<file path="src/rtl/split_stream_pkg.sv">
// Shared types and constants for the split_stream splitter (state encoding, lane indexing).
// Optional feature macro used across this slice: SPLIT_LANE_VALID_EN.
package split_stream_pkg;

  localparam int SPLIT_MAX_OUT = 32;
  localparam int LANE_W        = $clog2(SPLIT_MAX_OUT);

  typedef enum logic [1:0] {
    ST_IDLE,
    ST_WAIT,
    ST_CAPT,
    ST_DONE
  } state_e;

  // Round-robin successor over the active lanes only.
  function automatic logic [LANE_W-1:0] next_lane(input logic [LANE_W-1:0] lane,
                                                  input int num_out);
    return (int'(lane) == num_out - 1) ? '0 : lane + 1'b1;
  endfunction

endpackage

</file>
<file path="src/rtl/split_stream_if.sv">
// Data-side bundle of split_stream: serial input word, lane registers and done.
// SPLIT_LANE_VALID_EN adds the per-lane written flags.
interface split_stream_if #(
  parameter int DATA_W = 32
);
  import split_stream_pkg::*;

  logic [DATA_W-1:0]                    in0;
  logic [SPLIT_MAX_OUT-1:0][DATA_W-1:0] out;
  logic                                 done;
`ifdef SPLIT_LANE_VALID_EN
  logic [SPLIT_MAX_OUT-1:0]             lane_valid;

  modport master (output in0, input out, done, lane_valid);
  modport slave  (input in0, output out, done, lane_valid);
`else
  modport master (output in0, input out, done);
  modport slave  (input in0, output out, done);
`endif

endinterface

</file>
<file path="src/rtl/split_stream_ctrl.sv">
// Pass control for split_stream: FSM plus delay/lane/word counters and the done flag.
// Produces cap_en (capture this cycle) and lane_idx (destination lane) for the top.
module split_stream_ctrl
  import split_stream_pkg::*;
#(
  parameter int DELAY_W = 32,
  parameter int LEN_W   = 16,
  parameter int NUM_OUT = 32
) (
  input  logic               clk,
  input  logic               rst,
  input  logic               running,
  input  logic               run,
  input  logic [DELAY_W-1:0] delay0,
  input  logic [LEN_W-1:0]   length0,
  output logic               cap_en,
  output logic [LANE_W-1:0]  lane_idx,
  output logic               done
);

  state_e             state_q, state_d;
  logic [DELAY_W-1:0] delay_q, delay_d;
  logic [LANE_W-1:0]  lane_q,  lane_d;
  logic [LEN_W-1:0]   words_q, words_d;
  logic [LEN_W-1:0]   len_q,   len_d;
  logic               done_q,  done_d;

  always_ff @(posedge clk) begin
    if (rst) begin
      state_q <= ST_IDLE;
      delay_q <= '0;
      lane_q  <= '0;
      words_q <= '0;
      len_q   <= '0;
      done_q  <= 1'b1;
    end else begin
      state_q <= state_d;
      delay_q <= delay_d;
      lane_q  <= lane_d;
      words_q <= words_d;
      len_q   <= len_d;
      done_q  <= done_d;
    end
  end

  always_comb begin
    state_d = state_q;
    delay_d = delay_q;
    lane_d  = lane_q;
    words_d = words_q;
    len_d   = len_q;
    done_d  = done_q;
    cap_en  = 1'b0;

    if (run) begin
      state_d = ST_WAIT;
      delay_d = delay0;
      lane_d  = '0;
      words_d = '0;
      len_d   = length0;
      done_d  = (length0 == '0);
    end else if (running) begin
      case (state_q)
        ST_WAIT: begin
          if (delay_q != '0) delay_d = delay_q - 1'b1;
          else               cap_en  = 1'b1;
        end
        ST_CAPT: cap_en = 1'b1;
        default: ;
      endcase

      if (cap_en) begin
        state_d = ST_CAPT;
        lane_d  = next_lane(lane_q, NUM_OUT);
        if (words_q != '1) words_d = words_q + 1'b1;
        // len_q == 0 is the unbounded mode: never finishes, done stays high.
        if (len_q != '0 && words_d == len_q) begin
          state_d = ST_DONE;
          done_d  = 1'b1;
        end
      end
    end
  end

  assign lane_idx = lane_q;
  assign done     = done_q;

endmodule

</file>
<file path="src/rtl/split_stream.sv">
// split_stream: round-robin time-demultiplexer of in0 into NUM_OUT registered lanes.
// SPLIT_LANE_VALID_EN adds lane_valid: bit k set when lane k is written, cleared by run.
module split_stream
  import split_stream_pkg::*;
#(
  parameter int DELAY_W = 32,
  parameter int DATA_W  = 32,
  parameter int NUM_OUT = 32,
  parameter int LEN_W   = 16
) (
  input  logic               clk,
  input  logic               rst,
  input  logic               running,
  input  logic               run,
  input  logic [DELAY_W-1:0] delay0,
  input  logic [LEN_W-1:0]   length0,
  split_stream_if.slave      bus
);

  logic                                 cap_en;
  logic [LANE_W-1:0]                    lane_idx;
  logic [SPLIT_MAX_OUT-1:0][DATA_W-1:0] out_q, out_d;

  split_stream_ctrl #(
    .DELAY_W (DELAY_W),
    .LEN_W   (LEN_W),
    .NUM_OUT (NUM_OUT)
  ) u_ctrl (
    .clk      (clk),
    .rst      (rst),
    .running  (running),
    .run      (run),
    .delay0   (delay0),
    .length0  (length0),
    .cap_en   (cap_en),
    .lane_idx (lane_idx),
    .done     (bus.done)
  );

  // Lanes at or above NUM_OUT are never selected, so they keep their reset value of 0.
  always_comb begin
    out_d = out_q;
    for (int k = 0; k < NUM_OUT; k++) begin
      if (cap_en && lane_idx == LANE_W'(k)) out_d[k] = bus.in0;
    end
  end

  always_ff @(posedge clk) begin
    if (rst) out_q <= '0;
    else     out_q <= out_d;
  end

  assign bus.out = out_q;

`ifdef SPLIT_LANE_VALID_EN
  logic [SPLIT_MAX_OUT-1:0] valid_q, valid_d;

  always_comb begin
    valid_d = valid_q;
    if (run) begin
      valid_d = '0;
    end else begin
      for (int k = 0; k < NUM_OUT; k++) begin
        if (cap_en && lane_idx == LANE_W'(k)) valid_d[k] = 1'b1;
      end
    end
  end

  always_ff @(posedge clk) begin
    if (rst) valid_q <= '0;
    else     valid_q <= valid_d;
  end

  assign bus.lane_valid = valid_q;
`endif

endmodule
</file>
<file path="src/flat_wrapper.sv">
// flat-port wrapper written by rule: the top's interface ports become plain ports
module split_stream_flat import split_stream_pkg::*;
#(
  parameter int DELAY_W = 32,
  parameter int DATA_W  = 32,
  parameter int NUM_OUT = 32,
  parameter int LEN_W   = 16
)
  (clk, rst, running, run, delay0, length0, bus_in0, bus_out, bus_done);
  split_stream_if #(.DATA_W(DATA_W)) bus_i ();
  input  logic clk;
  input  logic rst;
  input  logic running;
  input  logic run;
  input  logic [DELAY_W-1:0] delay0;
  input  logic [LEN_W-1:0] length0;
  input wire logic [$bits(bus_i.in0)-1:0] bus_in0;
  output wire logic [$bits(bus_i.out)-1:0] bus_out;
  output wire logic [$bits(bus_i.done)-1:0] bus_done;
  assign bus_i.in0 = bus_in0;
  assign bus_out = bus_i.out;
  assign bus_done = bus_i.done;
  split_stream #(.DELAY_W(DELAY_W), .DATA_W(DATA_W), .NUM_OUT(NUM_OUT), .LEN_W(LEN_W)) u_core (.clk(clk), .rst(rst), .running(running), .run(run), .delay0(delay0), .length0(length0), .bus(bus_i));
endmodule
</file>
<file path="config.mk">
export PLATFORM = sky130hd
export DESIGN_NAME = split_stream_flat
export DESIGN_NICKNAME = d
export VERILOG_FILES = /design/src/rtl/split_stream_pkg.sv /design/src/rtl/split_stream_if.sv /design/src/rtl/split_stream_ctrl.sv /design/src/rtl/split_stream.sv /design/src/flat_wrapper.sv
export SDC_FILE = /design/constraint.sdc
export NUM_CORES = 2
export LEC_CHECK = 0
export BUFFER_PORTS_ARGS = -buffer_cell sky130_fd_sc_hd__buf_2
export CORE_AREA = 2 2 427 429
export CTS_CLUSTER_SIZE = 8
export DETAILED_ROUTE_END_ITERATION = 7
export DIE_AREA = 0 0 429 431
export PLACE_DENSITY = 0.38
export SYNTH_ARGS = -nofsm -noshare
export SYNTH_HDL_FRONTEND = slang
export SYNTH_SLANG_ARGS = --single-unit
export TNS_END_PERCENT = 50
</file>
<file path="constraint.sdc">
create_clock -name clk -period 3.9 [get_ports clk]
set_input_delay 0.39 -clock clk [delete_from_list [all_inputs] [get_ports clk]]
set_output_delay 0.39 -clock clk [all_outputs]
set_load 0.02 [all_outputs]
</file>
# Word level (Yosys, flattened, before mapping)
# Cells that the tools add are included.
# totals
register_bits,1096
input_bits,84
output_inout_bits,1025
elab_cells,148
# op_classes
n_addsub,3
n_eq_ne,36
mux,23
reduce_logical,47
# op_table
operator,n
2-to-1 mux 32 bit,4
"equality test 5 bit, second input constant",16
2-to-1 mux 16 bit,4
"equality test 5 x 4 -> 1 bit, second input constant",8
logical AND 1 bit,33
nonzero test 32 bit,1
"subtractor 32 x 1 -> 32 bit, second input constant",1
"equality test 5 x 3 -> 1 bit, second input constant",4
"adder 16 x 1 -> 16 bit, second input constant",1
equality test 16 bit,1
zero test 16 bit,1
"inequality test 16 bit, second input constant",1
nonzero test 16 bit,1
2-to-1 mux 1 bit,13
"equality test 5 x 1 -> 1 bit, second input constant",2
"equality test 5 x 2 -> 1 bit, second input constant",2
nonzero test 2 bit,5
AND reduction 3 bit,2
"adder 5 x 1 -> 5 bit, second input constant",1
zero test 5 bit,1
2-to-1 mux 5 bit,1
AND reduction 2 bit,2
"equality test 2 x 1 -> 1 bit, second input constant",1
"equality test 2 bit, second input constant",1
other kinds (2),2

# Logic depth before layout (Yosys ltp)
# depth
depth_word,14
mapped_depth,12
depth_no_buf,10

# Cells and area by module
# From an unflattened synthesis, not the netlist that was laid out.
# unflattened
hier_cells,3990
hier_area_um2,43424.1
# by_module_without_submodules
mod,n_inst,cells_each,area_per_inst_um2,seq_area_each_um2
split_stream,1,3469,39197.6,20499.7
split_stream_ctrl,1,521,4226.6,1441.4

# Worst setup path before layout
# No wires, ideal clock.
# synth_path
kind,register -> register
startpoint,reg u_core.u_ctrl.delay_q[17]
endpoint,reg u_core.out_q (netlist bit u_core.bus.out[929])
setup_time_ns,0.132
arrival_time_ns,2.712
t_required_ns,3.768
slack_ns,1.055
stages_incl_launch_ff,12
n_path_buf,3
synth_period_minus_slack_ns,2.845
cell_sequence,dfxtp_1 > or4_4 > or3_4 > nor4_4 > a32oi_4 > nor3_2 > buf_4 > buf_8 > nand3_4 > buf_4 > nand2_1 > a21oi_1
# synth_via
elab_chain_cells,8
# synth_lines
item,line_no,source
start: declaration,split_stream_ctrl.sv:22,"logic [DELAY_W-1:0] delay_q, delay_d;"
start signal: assignment,split_stream_ctrl.sv:38,delay_q <= delay_d;
nonzero test 32 bit,split_stream_ctrl.sv:65,if (delay_q != '0) delay_d = delay_q - 1'b1;
2-to-1 mux 1 bit,split_stream_ctrl.sv:65,
one-hot mux 1 bit (2 select lines),split_stream_ctrl.sv:63,case (state_q)
2-to-1 mux 1 bit,split_stream_ctrl.sv:62,end else if (running) begin
2-to-1 mux 1 bit,split_stream_ctrl.sv:55,if (run) begin
2-to-1 mux 1 bit,split_stream_ctrl.sv:62,
2-to-1 mux 1 bit,split_stream_ctrl.sv:55,
logical AND 1 bit,split_stream.sv:44,if (cap_en && lane_idx == LANE_W'(k)) out_d[k] = bus.in0;
end signal: assignment,split_stream.sv:50,else out_q <= out_d;
end: declaration,split_stream.sv:22,"logic [SPLIT_MAX_OUT-1:0][DATA_W-1:0] out_q, out_d;"
# Every way passes these cells. The select of a mux whose other input is x is not followed.
# A chain may end at the register's enable or synchronous reset.

# Worst setup path after layout
# layout_path
startpoint,reg u_core.u_ctrl.delay_q[17]
endpoint,reg u_core.out_q (netlist bit u_core.bus.out[736])
# The elaborated chain is that of the path after synthesis.

==> flow_summary_export.csv <==
group,metric,value,unit
run_status,outcome,"finished clean",
power_and_ir_drop,power_frac_seq,0.453,
critical_path,critPathKind,"reg2reg",
critical_path,critPathMaxStageDelay,0.57,ns
clock_network,cts.htree.levels,4,
route,route.detailed.drc,0,
critical_path,path_buf_inv,2,
placement,placed_cell_area,0.04821,mm2
critical_path,worstPathRequired,4.63,ns
synthesis,yosysWarningCount,0,
route,routed_via_density,4.552,
critical_path,crit_path_max_fanout,30,
power_and_ir_drop,ir_drop,0.3554,mV
die,rows,156,
synthesis,synth-main-ff-cell,"dfxtp_1",
power_and_ir_drop,internal-power,18.73,mW
die,initial_core_util,0.2267,
critical_path,cp_slowest_cell,"or4_4",
synthesis,synth_seq_cells,1096,
critical_path,critPathCaptureType,"flop",
clock_network,cts_setup_buffers,0,
sta,slew_headroom,0.2193,
route,first_pass_iters,5,
sta,fmax,292.1,MHz
clock_network,cts_buffers,157,
finish,final_area,0.05303,mm2
placement,portBuffers,1108,
finish,final_nets,6233,
die,io_pins,1109,
worst_hold_path,hold_class,"in2reg",
synthesis,avgSynthCellArea,7.896,um2
power_and_ir_drop,p_leak,21.08,nW
sta,worst_pin_slew,1.171,ns
critical_path,worstSetupStartpointType,"flop",
synthesis,synth-seq-area-share,0.5373,
synthesis,syn_inst,5172,
power_and_ir_drop,p_sw_frac,0.2480,
die,die_x,429,um
power_and_ir_drop,power.switching,6.177,mW
sta,final.period_utilization,0.8779,
global_routing,antenna_found_initial,8,
placement,place_congestion,0.8190,
critical_path,cp_cell_sequence,"or4_4, or3_4, nor4_4, a32oi_4, nor3_4, buf_12, and3_1, buf_4, nand2_1, a21oi_1",
sta,setup_viol,0,
power_and_ir_drop,pwr-share-clk,0.507,
clock_network,numClockSinks,1096,
sta,min_period,3.424,ns
finish,drive_above_1_share,0.2376,
route,wl,217.9,mm
placement,detailed_place_hpwl,144.0,mm
synthesis,syn_nets,5267,
critical_path,arrival,4.16,ns
clock_network,cts.clk_slew.worst_paths,0.05,ns
sta,report.final.slew_viol_count,0,
finish,area_delta_synth_final,29.86,%
route,drtAntennaViolNets,0,
synthesis,synth-edff-count,0,
finish,fill_cells,19530,
die,placeableCoreArea,0.1802,mm2
run,maxCapViolations,0,
critical_path,crit_family,"simple AND/OR/NAND/NOR gates",
synthesis,synth.distinct_cells,67,
global_routing,grt_first_pass_wirelength,299.1,mm
die,fp.dieH,431,um
power_and_ir_drop,combinationalPowerShare,0.040,
clock_network,cts_tree,"built",
clock_network,clk_path_buf_depth,3,
clock_network,clock_latency,0.84,ns
sta,fin_worst_skew,0.05373,ns
sta,rsz0062_at_grt,"false",
global_routing,grt_max_degree,146,
sta,hold_viol,0,
sta,final.setup.worst_slack,0.4762,ns
global_routing,grt.total_usage,0.2265,
route,via_count,38830,
die,dieArea,0.1849,mm2
route,drt-wirelength-per-cell,25.54,um
placement,preCtsSetupSlack,0.4378,ns
power_and_ir_drop,p_per_area,469.6,mW/mm2
synthesis,syn_area,0.04084,mm2
synthesis,synth_async_sr_flop_share,0,
global_routing,overflow,0,
clock_network,cts-root-buf,"clkbuf_16",
sta,fin_tns_setup,0,ns
global_routing,grt_pass1_vias,36650,
route,first_iter_violations,2792,
[final timing paths]
check	startpoint	cells past startpoint	to	slack (ns)
worst max-delay path	u_core.u_ctrl.delay_q[17]	10	u_core.bus.out[736]	0.48
worst min register to register	u_core.bus.out[766]	2	u_core.bus.out[766]	0.45
worst min-delay path	rst	2	u_core.bus.out[1020]	0.04
worst max register to register	u_core.u_ctrl.delay_q[17]	10	u_core.bus.out[736]	0.48
[flip-flops by register name, indices dropped and copies added, names as in the netlist]
signal,flops
u_core.bus.out,1024
u_core.u_ctrl.delay_q,32
u_core.u_ctrl.len_q,16
u_core.u_ctrl.words_q,16
u_core.u_ctrl.lane_idx,5
u_core.u_ctrl.state_q,2
u_core.u_ctrl.done,1
[cell families after synthesis]
kind of cell / after synthesis / synth area share
muxes: 26 / 0.006373
buffers and inverters: 498 / 0.06535
AOI/OAI and AO/OA: 1127 / 0.1420
adders and majority gates: 11 / 0.003370
and+or+nand+nor: 2366 / 0.2353
DFF: 1096 / 0.5373
xor gates and xnor gates: 48 / 0.01029
[Yosys cell counts (5+ instances only)]
cell type  count  area share
nand4_1        7      0.0011
nand3_4       19      0.0082
or4_1          7      0.0013
nor2_1        76      0.0070
a211oi_1       7      0.0013
buf_6         42       0.012
clkbuf_1     220       0.020
nor3_1        23      0.0028
nand2_1     2090        0.19
buf_2        135       0.017
ha_1          11      0.0034
and2_1         5     0.00077
o21ai_0       25      0.0031
nand2b_1       6     0.00092
xor2_1        22      0.0047
buf_4         78       0.014
nor4_1        12      0.0018
xnor2_1       26      0.0056
nand3_1       30      0.0037
nor2b_1       25      0.0038
a21oi_1     1053        0.13
inv_1         16      0.0015
buf_1          5     0.00046
and3_1        42      0.0064
dfxtp_1     1096        0.54
mux2i_1       26      0.0064
a31oi_1        8      0.0012
[through the flow]
stage	util	total power, mW	cells	hold WS [ns]
after global routing	0.2944	25.67	8531	0.02923
after floorplan	-	11.94	5172	0.4533
after CTS	0.2944	25.24	8531	0.006891
after global placement	0.2676	12.48	8296	0.4388
final	0.2944	24.91	8532	0.03785
after detailed placement	0.2676	12.48	8296	0.4430
[cells in the final DEF, fill, tap and decap left out, types with 19 or more instances in the layout]
master,count
buf_2,1106
mux2i_1,26
nand3_4,19
dlygate4sd3_1,53
buf_4,94
o21ai_0,25
nor2b_1,23
dfxtp_1,1096
clkbuf_16,158
xnor2_1,26
a21oi_1,1053
and3_1,33
nand2_1,2089
nor3_1,23
nor2_1,76
buf_12,35
xor2_1,22
nand3_1,24
[power by group through the flow]
stage	Sequential, mW	Clock (mW)	Combinational [mW]
after floorplan	11.5	0	0.436
after global placement	11.5	0	0.965
after detailed placement	11.5	0	0.964
after CTS	11.3	12.9	1.01
after global routing	11.3	13.4	1.04
final	11.3	12.6	0.988
[metal layers]
metal  track usage  share of wire  vias to the layer above
li1              -              -                    18540
met1        0.2670           0.40                    18650
met2        0.3865           0.49                     1305
met3       0.05911          0.064                      341
met4       0.09894          0.046                        0
met5             0              0                        -
[worst register-to-register path: cells and delay by family, from the launching register on]
family                 cells  cell delay, ns
DFF                        1            0.34
AOI/OAI and AO/OA          2            0.38
and+or+nand+nor            6            2.02
buffers and inverters      2            0.62
[layout make-up]
type,count,area [um2],share of cell area
well taps,2370,2965,0.05592
diodes,1,2.502,0.00004719
multi-input cells,3578,16280,0.3070
flip-flops and latches,1096,21940,0.4137
repair buffers,1289,7487,0.1412
clock inverters,17,282.8,0.005332
clock buffers,165,4010,0.07562
inverters,16,60.06,0.001132
[what timing repair did]
item / 4_1_cts / 5_1_grt
hold buffers: 53 / 0
endpoints found under the hold margin: 74 / 0
gates resized for setup: 0 / 0
(Power assumes the default switching activity.)
